`src/rtl/mdu_iterative.sv`:
```
`default_nettype none
// ============================================================================
// Module   : mdu_iterative
// Brief    : RV32M multiply/divide unit, radix-2, one result bit per cycle.
// Revision : 1.0
// ============================================================================
module mdu_iterative #(
    parameter int XLEN         = 32,
    parameter bit FAST_SPECIAL = 1'b1
) (
    input  logic            clk_i,
    input  logic            rst_ni,
    input  logic            start_i,
    input  logic            kill_i,
    input  logic [2:0]      funct3_i,
    input  logic [XLEN-1:0] rs1_data_i,
    input  logic [XLEN-1:0] rs2_data_i,
    input  logic [4:0]      rd_addr_i,
    output logic            busy_o,
    output logic            done_o,
    output logic            rd_wren_o,
    output logic [4:0]      rd_addr_o,
    output logic [XLEN-1:0] rd_data_o
);
    localparam int               c_CNT_W    = $clog2(XLEN);
    localparam logic [c_CNT_W-1:0] c_CNT_LAST = c_CNT_W'(XLEN - 1);

    localparam logic [1:0] c_IDLE = 2'd0;
    localparam logic [1:0] c_CALC = 2'd1;
    localparam logic [1:0] c_FIX  = 2'd2;
    localparam logic [1:0] c_DONE = 2'd3;

    logic [1:0]          r_state;
    logic [1:0]          w_state_next;
    logic [c_CNT_W-1:0]  r_cnt;
    logic [2*XLEN-1:0]   r_acc;
    logic [XLEN-1:0]     r_op;
    logic [2:0]          r_funct3;
    logic                r_neg_prod;
    logic                r_neg_rem;
    logic                r_special;
    logic [XLEN-1:0]     r_spec_val;
    logic [4:0]          r_rd;

    // Operand decode at accept: MULH/MULHSU/DIV/REM sign-extend rs1, MULH/DIV/REM rs2.
    logic            w_is_div, w_a_neg, w_b_neg, w_div_zero, w_div_ovf, w_special;
    logic [XLEN-1:0] w_a_mag, w_b_mag, w_spec_val;

    assign w_is_div   = funct3_i[2];
    assign w_a_neg    = rs1_data_i[XLEN-1] & (funct3_i == 3'b001 || funct3_i == 3'b010 ||
                                              funct3_i == 3'b100 || funct3_i == 3'b110);
    assign w_b_neg    = rs2_data_i[XLEN-1] & (funct3_i == 3'b001 || funct3_i == 3'b100 ||
                                              funct3_i == 3'b110);
    assign w_a_mag    = w_a_neg ? -rs1_data_i : rs1_data_i;
    assign w_b_mag    = w_b_neg ? -rs2_data_i : rs2_data_i;
    assign w_div_zero = w_is_div & (rs2_data_i == '0);
    assign w_div_ovf  = w_is_div & ~funct3_i[0] & (rs1_data_i == {1'b1, {(XLEN-1){1'b0}}}) &
                        (rs2_data_i == '1);
    assign w_special  = w_div_zero | w_div_ovf;
    assign w_spec_val = w_div_zero ? (funct3_i[1] ? rs1_data_i : '1)
                                   : (funct3_i[1] ? '0 : rs1_data_i);

    // Iteration step: shift-add multiply / restoring divide over one shared accumulator.
    logic [XLEN:0]     w_mul_sum, w_rem_sh, w_diff;
    logic [2*XLEN-1:0] w_mul_next, w_div_next;

    assign w_mul_sum  = {1'b0, r_acc[2*XLEN-1:XLEN]} + (r_acc[0] ? {1'b0, r_op} : '0);
    assign w_mul_next = {w_mul_sum, r_acc[XLEN-1:1]};
    assign w_rem_sh   = {r_acc[2*XLEN-1:XLEN], r_acc[XLEN-1]};
    assign w_diff     = w_rem_sh - {1'b0, r_op};
    assign w_div_next = w_diff[XLEN] ? {w_rem_sh[XLEN-1:0], r_acc[XLEN-2:0], 1'b0}
                                     : {w_diff[XLEN-1:0],   r_acc[XLEN-2:0], 1'b1};

    logic [2*XLEN-1:0] w_prod;
    logic [XLEN-1:0]   w_quot, w_rem, w_fix_val, w_result;
    logic              w_accept, w_enter_done;

    assign w_prod = r_neg_prod ? -r_acc : r_acc;
    assign w_quot = r_acc[XLEN-1:0];
    assign w_rem  = r_acc[2*XLEN-1:XLEN];

    always_comb begin
        w_fix_val = '0;
        case (r_funct3)
            3'b000:  w_fix_val = w_prod[XLEN-1:0];
            3'b100:  w_fix_val = r_neg_prod ? -w_quot : w_quot;
            3'b101:  w_fix_val = w_quot;
            3'b110:  w_fix_val = r_neg_rem ? -w_rem : w_rem;
            3'b111:  w_fix_val = w_rem;
            default: w_fix_val = w_prod[2*XLEN-1:XLEN];
        endcase
        if (r_special) w_fix_val = r_spec_val;
    end

    // DONE is reached from IDLE only via the fast special path.
    assign w_result     = (r_state == c_IDLE) ? w_spec_val : w_fix_val;
    assign w_accept     = (r_state == c_IDLE) & start_i & ~kill_i;
    assign w_enter_done = (r_state != c_DONE) & (w_state_next == c_DONE);

    always_ff @(posedge clk_i) begin
        if (!rst_ni) r_state <= c_IDLE;
        else         r_state <= w_state_next;
    end

    always_comb begin
        w_state_next = r_state;
        if (kill_i && r_state != c_IDLE) begin
            w_state_next = c_IDLE;
        end else begin
            case (r_state)
                c_IDLE: if (w_accept) w_state_next = (FAST_SPECIAL && w_special) ? c_DONE : c_CALC;
                c_CALC: if (r_cnt == c_CNT_LAST) w_state_next = c_FIX;
                c_FIX:  w_state_next = c_DONE;
                default: w_state_next = c_IDLE;
            endcase
        end
    end

    always_comb begin
        busy_o    = (r_state != c_IDLE);
        done_o    = (r_state == c_DONE);
        rd_wren_o = (r_state == c_DONE) && (rd_addr_o != 5'd0);
    end

    always_ff @(posedge clk_i) begin
        if (!rst_ni) begin
            r_cnt      <= '0;
            r_acc      <= '0;
            r_op       <= '0;
            r_funct3   <= 3'b000;
            r_neg_prod <= 1'b0;
            r_neg_rem  <= 1'b0;
            r_special  <= 1'b0;
            r_spec_val <= '0;
            r_rd       <= 5'd0;
            rd_addr_o  <= 5'd0;
            rd_data_o  <= '0;
        end else begin
            if (w_accept) begin
                r_cnt      <= '0;
                r_acc      <= {{XLEN{1'b0}}, (w_is_div ? w_a_mag : w_b_mag)};
                r_op       <= w_is_div ? w_b_mag : w_a_mag;
                r_funct3   <= funct3_i;
                r_neg_prod <= w_a_neg ^ w_b_neg;
                r_neg_rem  <= w_a_neg;
                r_special  <= w_special;
                r_spec_val <= w_spec_val;
                r_rd       <= rd_addr_i;
            end else if (r_state == c_CALC) begin
                r_cnt <= r_cnt + 1'b1;
                r_acc <= r_funct3[2] ? w_div_next : w_mul_next;
            end
            if (w_enter_done) begin
                rd_data_o <= w_result;
                rd_addr_o <= (r_state == c_IDLE) ? rd_addr_i : r_rd;
            end
        end
    end
endmodule
`default_nettype wire

```
`config.mk`:
```
export PLATFORM = sky130hd
export DESIGN_NAME = mdu_iterative
export DESIGN_NICKNAME = d
export VERILOG_FILES = /design/src/rtl/mdu_iterative.sv
export SDC_FILE = /design/constraint.sdc
export NUM_CORES = 1
export LEC_CHECK = 0
export CAP_MARGIN = 20
export CORE_MARGIN = 2
export CORE_UTILIZATION = 36
export CTS_CLUSTER_DIAMETER = 80
export DETAILED_ROUTE_END_ITERATION = 8
export RECOVER_POWER = 25
export SLEW_MARGIN = 0
export SYNTH_ARGS = -nofsm -noshare
export SYNTH_HDL_FRONTEND = slang
export SYNTH_SLANG_ARGS = --single-unit
```
`constraint.sdc`:
```
create_clock -name clk_i -period 9.5 [get_ports clk_i]
set_clock_uncertainty 0.1 [all_clocks]
set_input_delay 2.85 -clock clk_i [delete_from_list [all_inputs] [get_ports clk_i]]
set_output_delay 2.85 -clock clk_i [all_outputs]
set_load 0.1 [all_outputs]
```
==> results of run 1 <==
[report_power, final]
group	switching (mW)	internal, mW
combinational	0.556	0.319
sequential	0.0643	0.799
clock	0.420	0.366
[tightest hold or removal path, cell delays in order, from the launching register on]
cell	delay, ps
dfxtp_1	320
nand2_1	50
a21oi_1	50
[cell usage in the layout (no fill, tap or decap), types with 9 or more instances in the layout]
cell type	n
o221ai_1	20
o211ai_1	55
and2_1	12
nand4_1	22
ha_1	71
mux2i_1	74
a221oi_1	11
xor2_1	82
a21o_1	46
a211oi_1	59
o21ai_0	176
nand2_1	225
a211o_1	9
clkdlybuf4s50_1	75
o22ai_1	11
buf_4	30
mux2_2	15
a31oi_1	21
o41ai_1	17
o311ai_0	9
dlygate4sd3_1	39
o21a_1	17
and3_1	14
maj3_1	22
nor2_1	256
xnor2_1	96
or3_1	21
dfxtp_1	181
a311oi_1	10
clkbuf_16	17
nand3_1	37
a21oi_1	260
or4_1	25
nor4_1	16
o31ai_1	33
a22oi_1	9
inv_1	74
nand2b_1	24
nor3_1	57
[worst paths after layout]
path	endpoint	slack (ps)
setup reg to reg	r_acc[23]$_SDFFE_PN0P_	3740
hold reg to reg	r_op[12]$_SDFFE_PN0P_	360
setup / recovery	r_acc[23]$_SDFFE_PN0P_	1660
hold / removal	r_op[12]$_SDFFE_PN0P_	360
[flip-flops by register name, summed over array words and instances, names as in the netlist]
register	flops
r_state	2
r_rd	5
rd_data_o	32
rd_addr_o	5
r_op	32
r_acc	64
r_special	1
r_neg_rem	1
r_cnt	5
r_neg_prod	1
r_funct3	3
r_spec_val	32
[metal layers]
metal	vias up	share of wire	track usage	routed length [µm]
li1	8709	-	-	-
met1	8901	0.44	0.392	31700
met2	835	0.44	0.437	31500
met3	108	0.084	0.0590	6010
met4	4	0.032	0.101	2300
met5	-	0.00032	0	23
[logic make-up after synthesis]
kind of cell | Yosys count | share of synthesized area
compound gates | 820 | 0.306
flops | 183 | 0.214
buf+inv | 280 | 0.0629
mux | 89 | 0.0531
simple gates | 758 | 0.207
xor+xnor | 178 | 0.0910
fa+ha+maj | 95 | 0.0670
[final cells by class]
| cell class | count | area, µm² |
|---|---|---|
| Antenna cell | 2 | 5.00 |
| Clock buffer | 17 | 425 |
| Clock inverter | 15 | 208 |
| Fill cell | 4863 | 27600 |
| Inverter | 79 | 298 |
| Multi-Input combinational cell | 1940 | 12400 |
| Sequential cell | 183 | 3670 |
| Tap cell | 607 | 759 |
| Timing Repair Buffer | 149 | 1390 |
[per-stage QoR]
stage                      util  std cells  power (mW)
after floorplan               -       2403        1.43
after global placement    0.396       2956        1.72
after detailed placement  0.397       2957        1.73
after CTS                 0.410       2989        2.51
after global routing      0.410       2990        2.63
final                     0.410       2992        2.52
==> metrics, run 1 <==
Remaining DRCs 0; global-route wire length before repair 108,000 µm; Critical Path, Cell by Cell dlygate4sd3_1 -> nor3b_2 -> clkbuf_1 -> clkbuf_1 -> o211ai_1 -> a21oi_1; Die Ht between 200 and 250 µm; Worst slew margin -0.856; most used standard cell by instance count after synthesis a21oi_1; HPWL Detailed approximately 54,000 µm; CTS Buf Count 17; DRT Pass-1 Iters 5; final net count 2,519; Critical Path Max Stage Delay 1900 ps; yosys warns 0; Min-Delay Path Class reg2reg; core box area ~0.047 mm²; Worst Hold Margin 356 ps; clk buf depth 2; Sink Count approximately 180; Max Cap Viol 4; wire per inst around 24 µm; Synth top cells by count a21oi_1 (260), nor2_1 (257), nand2_1 (225); Die W between 200 and 250 µm; Period minus WS final 7840 ps; Final Slew Violations roughly 200; initial core utilization 0.366; crit path launch type primary input; final setup TNS 0 ps; Cell variety after synth ~80; Area contributors post-synth dfxtp_1 (21%), a21oi_1 (7.6%), nor2_1 (5.6%), ha_1 (5.2%), o21ai_0 (5.1%); RePlAce Congestion 0.958; Vias per Instance ~6.2; top_reg_cell synth dfxtp_1; PostCTS Resize Cnt 0; cell taking the most area after synthesis dfxtp_1; initial antenna violation count 2; CTS root buffer clkbuf_16; Stages on worst setup path 6; Worst path top cell family by delay buffers and inverters; Critical Path Sink Type flop; setup ws final 1660 ps; r2r worst-path depth 8; outcome finished, violations left; Worst Path Max Fanout 57; die footprint just under 0.05 mm²; number of routed nets with antenna violations 0; vias in the first global route approximately 17,000; worst setup path startpoint kill_i; Synth Net Count roughly 2,600; post-CTS setup buffers 0; most used cell, CP clkbuf_1; post-synthesis sequential area ratio 0.214; total congestion overflow 0; # rows between 70 and 80; pin count of the biggest net entering global routing between 90 and 100; failing checks max-capacitance violations, max-slew violations; worst skew pair latency 520 ps; WP buf/inv 3; FF+latch count, synth approximately 180; hold path depth 2; EDFF count, synth 0; CTS tree built; WP data arrival between 8000 and 9000 ps; asr flop ratio synth 0; Worst-Margin Slew 2780 ps; required time worst endpoint around 9800 ps; RSZ-0062 raised after global routing false; layout cells sized above 1 0.0453; pre-CTS WS roughly 2200 ps; IO Pins approximately 120; Fmax ~130 MHz; Hold-fix buffers, CTS 0; initial drt markers roughly 2,200; DP Area about 0.019 mm²; Worst R2R Start r_state[0]$_SDFF_PN0_; Vias between 15,000 and 20,000; area grow syn2layout 11.9%; final worst-path cycle share 0.826; Hold Path Origin r_op[12]$_SDFFE_PN0P_; slowest CP cell clkbuf_1; post-synthesis cell area approximately 0.017 mm²; final instance area 0.0192 mm²; post-synth top area share 0.214; syn_area_per_cell around 7 µm²; total track usage 0.284; Cell Pwr Density approximately 130 mW/mm²; CTS clock-pin slew for the worst setup and hold paths around 80 ps; VDD IR max between 0.1 and 0.15 mV; Leak Pwr about 7.2 nW; Post-Synthesis Cells roughly 2,400; H-tree depth 4; Final Hold Viols 0; crit path kind in2reg; final wirelength 71,500 µm; IO Port Bufs approximately 120; # setup viols final 0
Note: power is estimated with default switching activity, not from simulation.
==> inputs of run 2 (changes only) <==
- clock period: 9.5 -> 6.7 ns (I/O delays scaled with it)
==> metrics, run 2 (synthesized netlist as in run 1, its figures left out) <==
outcome finished, violations left (unchanged); failing checks max-capacitance violations, max-slew violations (unchanged); WP buf/inv 5 (was 3); Final Slew Violations 48 (was 204); final wirelength 71,200 µm (was 71,500 µm); DP Area 0.0186 mm² (was 0.0185 mm²); RePlAce Congestion 0.977 (was 0.958); Top reg by flops r_acc (unchanged); Leak Pwr 7.26 nW (was 7.22 nW); Max Cap Viol 1 (was 4); most frequent cells in the layout a21oi_1 (260), nor2_1 (256), nand2_1 (225) (unchanged); commonest non-fill, non-tap cell in the layout a21oi_1 (unchanged); pin count of the biggest net entering global routing 96 (was 97); r2r setup slk 1830 ps (was 3740 ps); CTS tree built (unchanged); clk buf depth 2 (unchanged); final net count 2,526 (was 2,519); initial drt markers 1,847 (was 2,197); layout cells sized above 1 0.0485 (was 0.0453); CTS root buffer clkbuf_16 (unchanged); Vias 18,500 (was 18,600); global-route wire length before repair 107,000 µm (was 108,000 µm); core box area 0.0468 mm² (unchanged); final setup TNS 0 ps (unchanged); crit path kind in2reg (unchanged); IO Port Bufs 115 (unchanged); Sink Count 183 (unchanged); Cell Pwr Density 184 mW/mm² (was 132 mW/mm²); PostCTS Resize Cnt 0 (unchanged); hold path depth 2 (unchanged); Die Ht 222 µm (unchanged); number of routed nets with antenna violations 0 (unchanged); # rows 79 (unchanged); Vias per Instance 6.16 (was 6.20); final worst-path cycle share 0.881; wire per inst 23.8 µm (was 23.9 µm); Hold Path Origin r_spec_val[31]$_SDFFE_PN0P_ (was r_op[12]$_SDFFE_PN0P_); post-CTS setup buffers 0 (unchanged); Die W 222 µm (unchanged); Worst-Margin Slew 2320 ps (was 2780 ps); CTS Buf Count 17 (unchanged); Hold-fix buffers, CTS 0 (unchanged); Min-Delay Path Class reg2reg (unchanged); Remaining DRCs 0 (unchanged); max reg flops 64 (unchanged); Hold Path Sink r_spec_val[31]$_SDFFE_PN0P_ (was r_op[12]$_SDFFE_PN0P_); die footprint 0.0494 mm² (unchanged); Worst Path Max Fanout 53 (was 57); initial antenna violation count 0 (was 2); Critical Path Max Stage Delay 1640 ps (was 1900 ps); Final Hold Viols 0 (unchanged); r2r endpoint r_acc[39]$_SDFFE_PP0P_ (was r_acc[23]$_SDFFE_PN0P_); area grow syn2layout 12.0% (was 11.9%); total congestion overflow 0 (unchanged); Fmax 169 MHz; Worst path top cell family by delay buffers and inverters (unchanged); crit path launch type primary input (unchanged); # setup viols final 0 (unchanged); Critical Path, Cell by Cell dlygate4sd3_1 -> clkbuf_1 -> clkinv_2 -> clkbuf_2 -> buf_4 -> a211o_1 -> o21ai_0 (was dlygate4sd3_1 -> nor3b_2 -> clkbuf_1 -> clkbuf_1 -> o211ai_1 -> a21oi_1); total track usage 0.281 (was 0.284); Worst R2R Start r_acc[31]$_SDFFE_PN0P_ (was r_state[0]$_SDFF_PN0_); IO Pins 116 (unchanged); H-tree depth 4 (unchanged); required time worst endpoint 7000 ps (was 9800 ps); slowest CP cell clkbuf_1 (unchanged); Period minus WS final approximately 5900 ps; RSZ-0062 raised after global routing false (unchanged); DRT Pass-1 Iters 6 (was 5); Worst slew margin -0.546 (was -0.856); worst skew pair latency 490 ps (was 520 ps); vias in the first global route 16,900 (was 17,000); r2r worst-path depth 13 (was 8); WP data arrival 6200 ps (was 8140 ps); CTS clock-pin slew for the worst setup and hold paths 80 ps (about the same); initial core utilization 0.366 (unchanged); Critical Path Sink Type flop (unchanged); final instance area 0.0192 mm² (about the same); # diodes 0 (was 2); HPWL Detailed 54,000 µm (was 53,600 µm); VDD IR max 0.218 mV (was 0.120 mV)
-- run 2: tightest hold or removal path, delay by kind of cell, from the launching register on --
family          cells  cell delay (ps)
flops               1              310
simple gates        1               50
compound gates      1               50
-- run 2: power by group --
group | internal [mW] | total, mW | switching (mW)
Combinational | 0.456 | 1.25 | 0.791
Sequential | 1.13 | 1.22 | 0.0880
Clock | 0.511 | 1.06 | 0.547
-- run 2: final cells by class --
type / count / area [µm²]
fillers: 4830 / 27600
flip-flops and latches: 183 / 3670
clock buffers: 19 / 443
clock inverters: 13 / 153
repair buffers: 156 / 1460
multi-input cells: 1940 / 12400
well taps: 607 / 759
inverters: 79 / 298
-- run 2: worst max path at each step --
stage / start / end / slack, ps / depth (start not counted)
2_1_floorplan: rs2_data_i[0] / rd_data_o[29]$_SDFFE_PN0P_ / 1910 / 12
3_3_place_gp: rs1_data_i[0] / rd_data_o[29]$_SDFFE_PN0P_ / 680 / 12
3_5_place_dp: rs1_data_i[0] / rd_data_o[29]$_SDFFE_PN0P_ / 520 / 12
4_1_cts: rs1_data_i[0] / rd_data_o[29]$_SDFFE_PN0P_ / 1010 / 12
5_1_grt: rs1_data_i[0] / rd_data_o[29]$_SDFFE_PN0P_ / 600 / 12
6_report: rst_ni / rd_data_o[0]$_SDFFE_PN0P_ / 800 / 7
-- run 2: metrics by stage --
| stage | setup WS [ps] | cells | hold slack, ps | util | total power, mW |
|---|---|---|---|---|---|
| finish | 799 | 2997 | 354 | 0.411 | 3.53 |
| global route | 603 | 2997 | 378 | 0.411 | 3.67 |
| CTS | 1010 | 2997 | 356 | 0.411 | 3.50 |
| detailed placement | 517 | 2965 | 345 | 0.398 | 2.46 |
| global placement | 678 | 2961 | 340 | 0.397 | 2.44 |
| floorplan | 1910 | 2403 | 331 | - | 2.03 |
-- run 2: per-layer routing --
layer | global-route usage | up-vias | part of all wire | wire length [µm]
met2 | 0.429 | 843 | 0.44 | 31000
met4 | 0.121 | 0 | 0.040 | 2820
met3 | 0.0525 | 110 | 0.082 | 5840
met1 | 0.386 | 8790 | 0.44 | 31500
met5 | 0 | - | 0 | 0
li1 | - | 8711 | - | -
==> inputs of run 3 (changes only) <==
- CTS_BUF_LIST: not set -> sky130_fd_sc_hd__clkbuf_16
==> metrics, run 3 (synthesized netlist as in run 1, its figures left out) <==
HPWL Detailed 54,000 µm (unchanged); Critical Path Sink Type flop (unchanged); Period minus WS final 5910 ps (was 5900 ps); number of routed nets with antenna violations 0 (unchanged); worst setup path startpoint rst_ni (unchanged); clk buf depth 2 (unchanged); final wirelength 71,100 µm (was 71,200 µm); CTS Buf Count 17 (unchanged); worst skew pair latency 480 ps (was 490 ps); Worst Path Max Fanout 53 (unchanged); post-CTS setup buffers 0 (unchanged); GRT met3 Usage 0.0528 (was 0.0525); fill cell count 4,831 (was 4,830); Min-Delay Path Class reg2reg (unchanged); Die Ht 222 µm (unchanged); # setup viols final 0 (unchanged); FF+latch area 0.00367 mm² (unchanged); PostCTS Resize Cnt 0 (unchanged); grt met1 use 0.386 (about the same); total congestion overflow 0 (unchanged); r2r setup slk 1830 ps (about the same); r2r worst-path depth 13 (unchanged); CTS tree built (unchanged); Cell Pwr Density 183 mW/mm² (was 184 mW/mm²); final net count 2,526 (unchanged); CTS clock-pin slew for the worst setup and hold paths 80 ps (about the same); VDD IR max 0.218 mV (about the same); Final Slew Violations 48 (unchanged); Final Non-Filler Cells 2,997 (unchanged); Worst-Margin Slew 2330 ps (was 2320 ps); IO Pins 116 (unchanged); final worst-path cycle share 0.882 (was 0.881); Final Hold Viols 0 (unchanged); RSZ-0062 raised after global routing false (unchanged); RePlAce Congestion 0.977 (unchanged); initial drt markers 1,883 (was 1,847); vias in the first global route 16,900 (about the same); initial core utilization 0.366 (unchanged); DP Area 0.0186 mm² (unchanged); Worst slew margin -0.550 (was -0.546); Hold Path Origin r_spec_val[31]$_SDFFE_PN0P_ (unchanged); hold path depth 2 (unchanged); DRT Pass-1 Iters 6 (unchanged); Vias per Instance 6.14 (was 6.16); outcome finished, violations left (unchanged); final setup TNS 0 ps (unchanged); Top reg by flops r_acc (unchanged); Remaining DRCs 0 (unchanged); Max Cap Viol 1 (unchanged); max reg flops 64 (unchanged); Hold-fix buffers, CTS 0 (unchanged); wire per inst 23.7 µm (was 23.8 µm); area occupied by multi-input gates 0.0124 mm² (unchanged); failing checks max-capacitance violations, max-slew violations (unchanged); pin count of the biggest net entering global routing 96 (unchanged); slowest CP cell clkbuf_1 (unchanged); Worst Hold Margin 354 ps (about the same); CTS root buffer clkbuf_16 (unchanged); core box area 0.0468 mm² (unchanged); crit path kind in2reg (unchanged); global-route wire length before repair 107,000 µm (about the same); total track usage 0.281 (about the same); crit path launch type primary input (unchanged); Sink Count 183 (unchanged); initial antenna violation count 1 (was 0); final instance area 0.0192 mm² (about the same); # rows 79 (unchanged); Die W 222 µm (unchanged); Critical Path, Cell by Cell dlygate4sd3_1 -> clkbuf_1 -> clkinv_2 -> clkbuf_2 -> buf_4 -> a211o_1 -> o21ai_0 (unchanged); Leak Pwr 7.25 nW (was 7.26 nW); Fmax 169 MHz (about the same); H-tree depth 4 (unchanged); commonest non-fill, non-tap cell in the layout a21oi_1 (unchanged); Critical Path Max Stage Delay 1650 ps (was 1640 ps); cell total after placement 2,965 (unchanged); die footprint 0.0494 mm² (unchanged); required time worst endpoint 7000 ps (about the same); most frequent cells in the layout a21oi_1 (260), nor2_1 (256), nand2_1 (225) (unchanged); gr busiest metal met2 (unchanged); Vias 18,400 (was 18,500); # diodes 0 (unchanged); layout cells sized above 1 0.0481 (was 0.0485); WP data arrival 6210 ps (was 6200 ps); Worst R2R Start r_acc[31]$_SDFFE_PN0P_ (unchanged); area grow syn2layout 12.0% (about the same); GRT met2 Usage 0.428 (was 0.429); IO Port Bufs 115 (unchanged)
[run 3: through the flow]
stage	power, mW	utilization	setup WS [ps]
finish	3.51	0.410	788
global route	3.66	0.410	604
CTS	3.49	0.411	1010
detailed placement	2.46	0.398	517
global placement	2.44	0.397	678
floorplan	2.03	-	1910
[run 3: area by class of cell]
| cell class | count | area share |
|---|---|---|
| Clock buffer | 17 | 0.0222 |
| Clock inverter | 15 | 0.00835 |
| Inverter | 79 | 0.0155 |
| Multi-Input combinational cell | 1940 | 0.647 |
| Sequential cell | 183 | 0.191 |
| Tap cell | 607 | 0.0396 |
| Timing Repair Buffer | 156 | 0.0760 |
[run 3: worst paths after layout]
check | endpoint
setup / recovery | rd_data_o[0]$_SDFFE_PN0P_
hold / removal | r_spec_val[31]$_SDFFE_PN0P_
setup reg to reg | r_acc[37]$_SDFFE_PP0P_
hold reg to reg | r_spec_val[31]$_SDFFE_PN0P_
[run 3: routing by layer]
metal / vias up / wire length [µm]
li1: 8722 / -
met1: 8758 / 31300
met2: 808 / 31100
met3: 111 / 5850
met4: 2 / 2830
met5: - / 13
[run 3: critical path, delay by kind of cell]
kind            cells  cell delay [ps]
compound gates      2              460
buf+inv             5             3680
[run 3: report_power, final]
part	switching, mW	internal (mW)
registers	0.0880	1.13
logic	0.790	0.456
clock network	0.543	0.498
==> patch: new RTL, flow settings as in run 1 <==
Set the parameter `XLEN` to 16 (it was 32).
--- a/src/rtl/mdu_iterative.sv
+++ b/src/rtl/mdu_iterative.sv
@@ -5,7 +5,7 @@
 // Revision : 1.0
 // ============================================================================
 module mdu_iterative #(
-    parameter int XLEN         = 32,
+    parameter int XLEN         = 16,
     parameter bit FAST_SPECIAL = 1'b1
 ) (
     input  logic            clk_i,
Ports: changed (resized rd_data_o, rs1_data_i and rs2_data_i); port bits go from 116 to 68. The function was not compared with the original's and may differ.
==> patch against run 1 <==
The flow still finishes with violations (capacitance limit, slew limit). Wire length shrank 58%. Sequential cell count shrank 81. Combinational power shrank 55%. Design area shrank 48%. Synthesized area shrank 48%. Sequential share of layout area grew 1.2 points. Global-route usage shrank 5.8 points. Worst setup slack gained 1.2 ns. Total power shrank 50%. Count of clock-buffer cells in the layout shrank 8.
==> patch: results (changes against run 1) <==
stage,metric,value,unit,change
run_status,outcome,finished with violations,,unchanged
run_status,failing checks,"capacitance limit, slew limit",,unchanged
drt,TritonRoute pass-1 iters,7,,was 5
logic_synthesis,largest cells by area after synthesis,"dfxtp_1 (23%), nand2_1 (6.7%), nor2_1 (5.7%), ha_1 (5.4%), xnor2_1 (5.0%)",,"was dfxtp_1 (21%), a21oi_1 (7.6%), nor2_1 (5.6%), ha_1 (5.2%), o21ai_0 (5.1%)"
grt,pin count of the biggest net entering global routing,64,,was 97
place,DP Wirelength,22100,um,was 53600 um
drt,drt total wl,30000,um,was 71500 um
drt,top sig layer,met4,,was met5
logic_synthesis,Synth cell types,84,,was 82
grt,initial antenna violation count,0,,was 2
flow_run,Max-Cap Viols,3,,was 4
place,dpl ws,2.88,ns,was 2.21 ns
finish,# diodes,0,,was 2
drt,Detailed Route Iter0 Violations,1076,,was 2197
power_and_ir_drop,leakage,0.00368,uW,was 0.00722 uW
finish,max reg flops,32,,was 64
logic_synthesis,Synth Area in Adders,6.82,%,was 6.70%
place,area post-placement,9730,um^2,was 18500 um^2
drt,vias,9039,,was 18557
timing,Max Slew Vio Count,140,,was 204
logic_synthesis,Post-Synth XOR/XNOR Area,8.88,%,was 9.10%
clock_tree,CTS H-tree depth,3,,was 4
drt,Post-Route M1 WL,14000,um,was 31700 um
worst_setup_path,"Data arrival, critical path",6.83,ns,was 8.14 ns
worst_setup_path,Setup crit end,r_acc[31]$_SDFFE_PP0P_,,was r_acc[23]$_SDFFE_PN0P_
worst_setup_path,Reg-to-Reg Start,r_acc[22]$_SDFFE_PP0P_,,was r_state[0]$_SDFF_PN0_
logic_synthesis,most common library cells after synthesis,"nand2_1 (159), nor2_1 (134), dfxtp_1 (102), a21oi_1 (88), o21ai_0 (77)",,"was a21oi_1 (260), nor2_1 (257), nand2_1 (225), dfxtp_1 (183), o21ai_0 (176)"
drt,WL met2,13000,um,was 31500 um
worst_setup_path,crit path max fanout,51,,was 57
grt,first-pass GRT wire length,46600,um,was 108000 um
worst_setup_path,FF-to-FF End,r_acc[16]$_SDFFE_PP0P_,,was r_acc[23]$_SDFFE_PN0P_
logic_synthesis,multiplexer share of the synthesized area,5.21,%,was 5.31%
place,IO Port Bufs,67,,was 115
## patch: changes by cell type after synthesis, sizes merged, moves of 35 or more
cell    before  now
clkbuf     166   68
xnor2       96   51
nor3        58   23
nor2       258  134
a21o        46   10
inv         75   34
nand2      225  159
a21oi      260   88
o21ai      178   83
dfxtp      183  102
xor2        82   39
## patch: power by group through the flow
stage / clock, uW / combinational (uW) / sequential [uW]
global route: 421 / 427 / 479
global placement: 0 / 387 / 484
CTS: 403 / 389 / 474
finish: 400 / 394 / 476
detailed placement: 0 / 387 / 484
floorplan: 0 / 282 / 465
## patch: per-stage QoR
stage | hold slack (ns) | cells
after floorplan | 0.331 | 1220
after global placement | 0.339 | 1536
after detailed placement | 0.348 | 1536
after CTS | 0.360 | 1552
after global routing | 0.381 | 1552
final | 0.361 | 1552
## patch: cell families (layout without fill, tap and decap cells)
kind of cell | Yosys count | count (layout)
buffers and inverters | 129 | 137
adders and majority gates | 49 | 49
DFF | 102 | 102
xor gates and xnor gates | 90 | 90
muxes | 46 | 46
and+or+nand+nor | 434 | 434
AOI/OAI and AO/OA | 370 | 370
## patch: cell type report
cell class / instances / area [um^2]
inverter: 38 / 143
clock inverter: 7 / 88.8
clock buffer: 9 / 225
multi-input combinational: 989 / 6340
tap: 324 / 405
timing repair buffer: 83 / 779
fill: 2573 / 14200
sequential: 102 / 2040
## patch: critical path, stage by stage
cell and delay, ns:
dlygate4sd3_1 0.60, nand3b_1 0.12, clkbuf_1 1.73, nand2_1 0.60, nor2_1 0.57, a221oi_1 0.15, a21oi_1 0.19
## patch: layer usage
| layer | global-route usage, % | vias to the layer above |
|---|---|---|
| met5 | 0 | - |
| met4 | 7.67 | 0 |
| met3 | 3.57 | 47 |
| met2 | 33.8 | 357 |
| met1 | 33.1 | 4224 |
| li1 | - | 4411 |
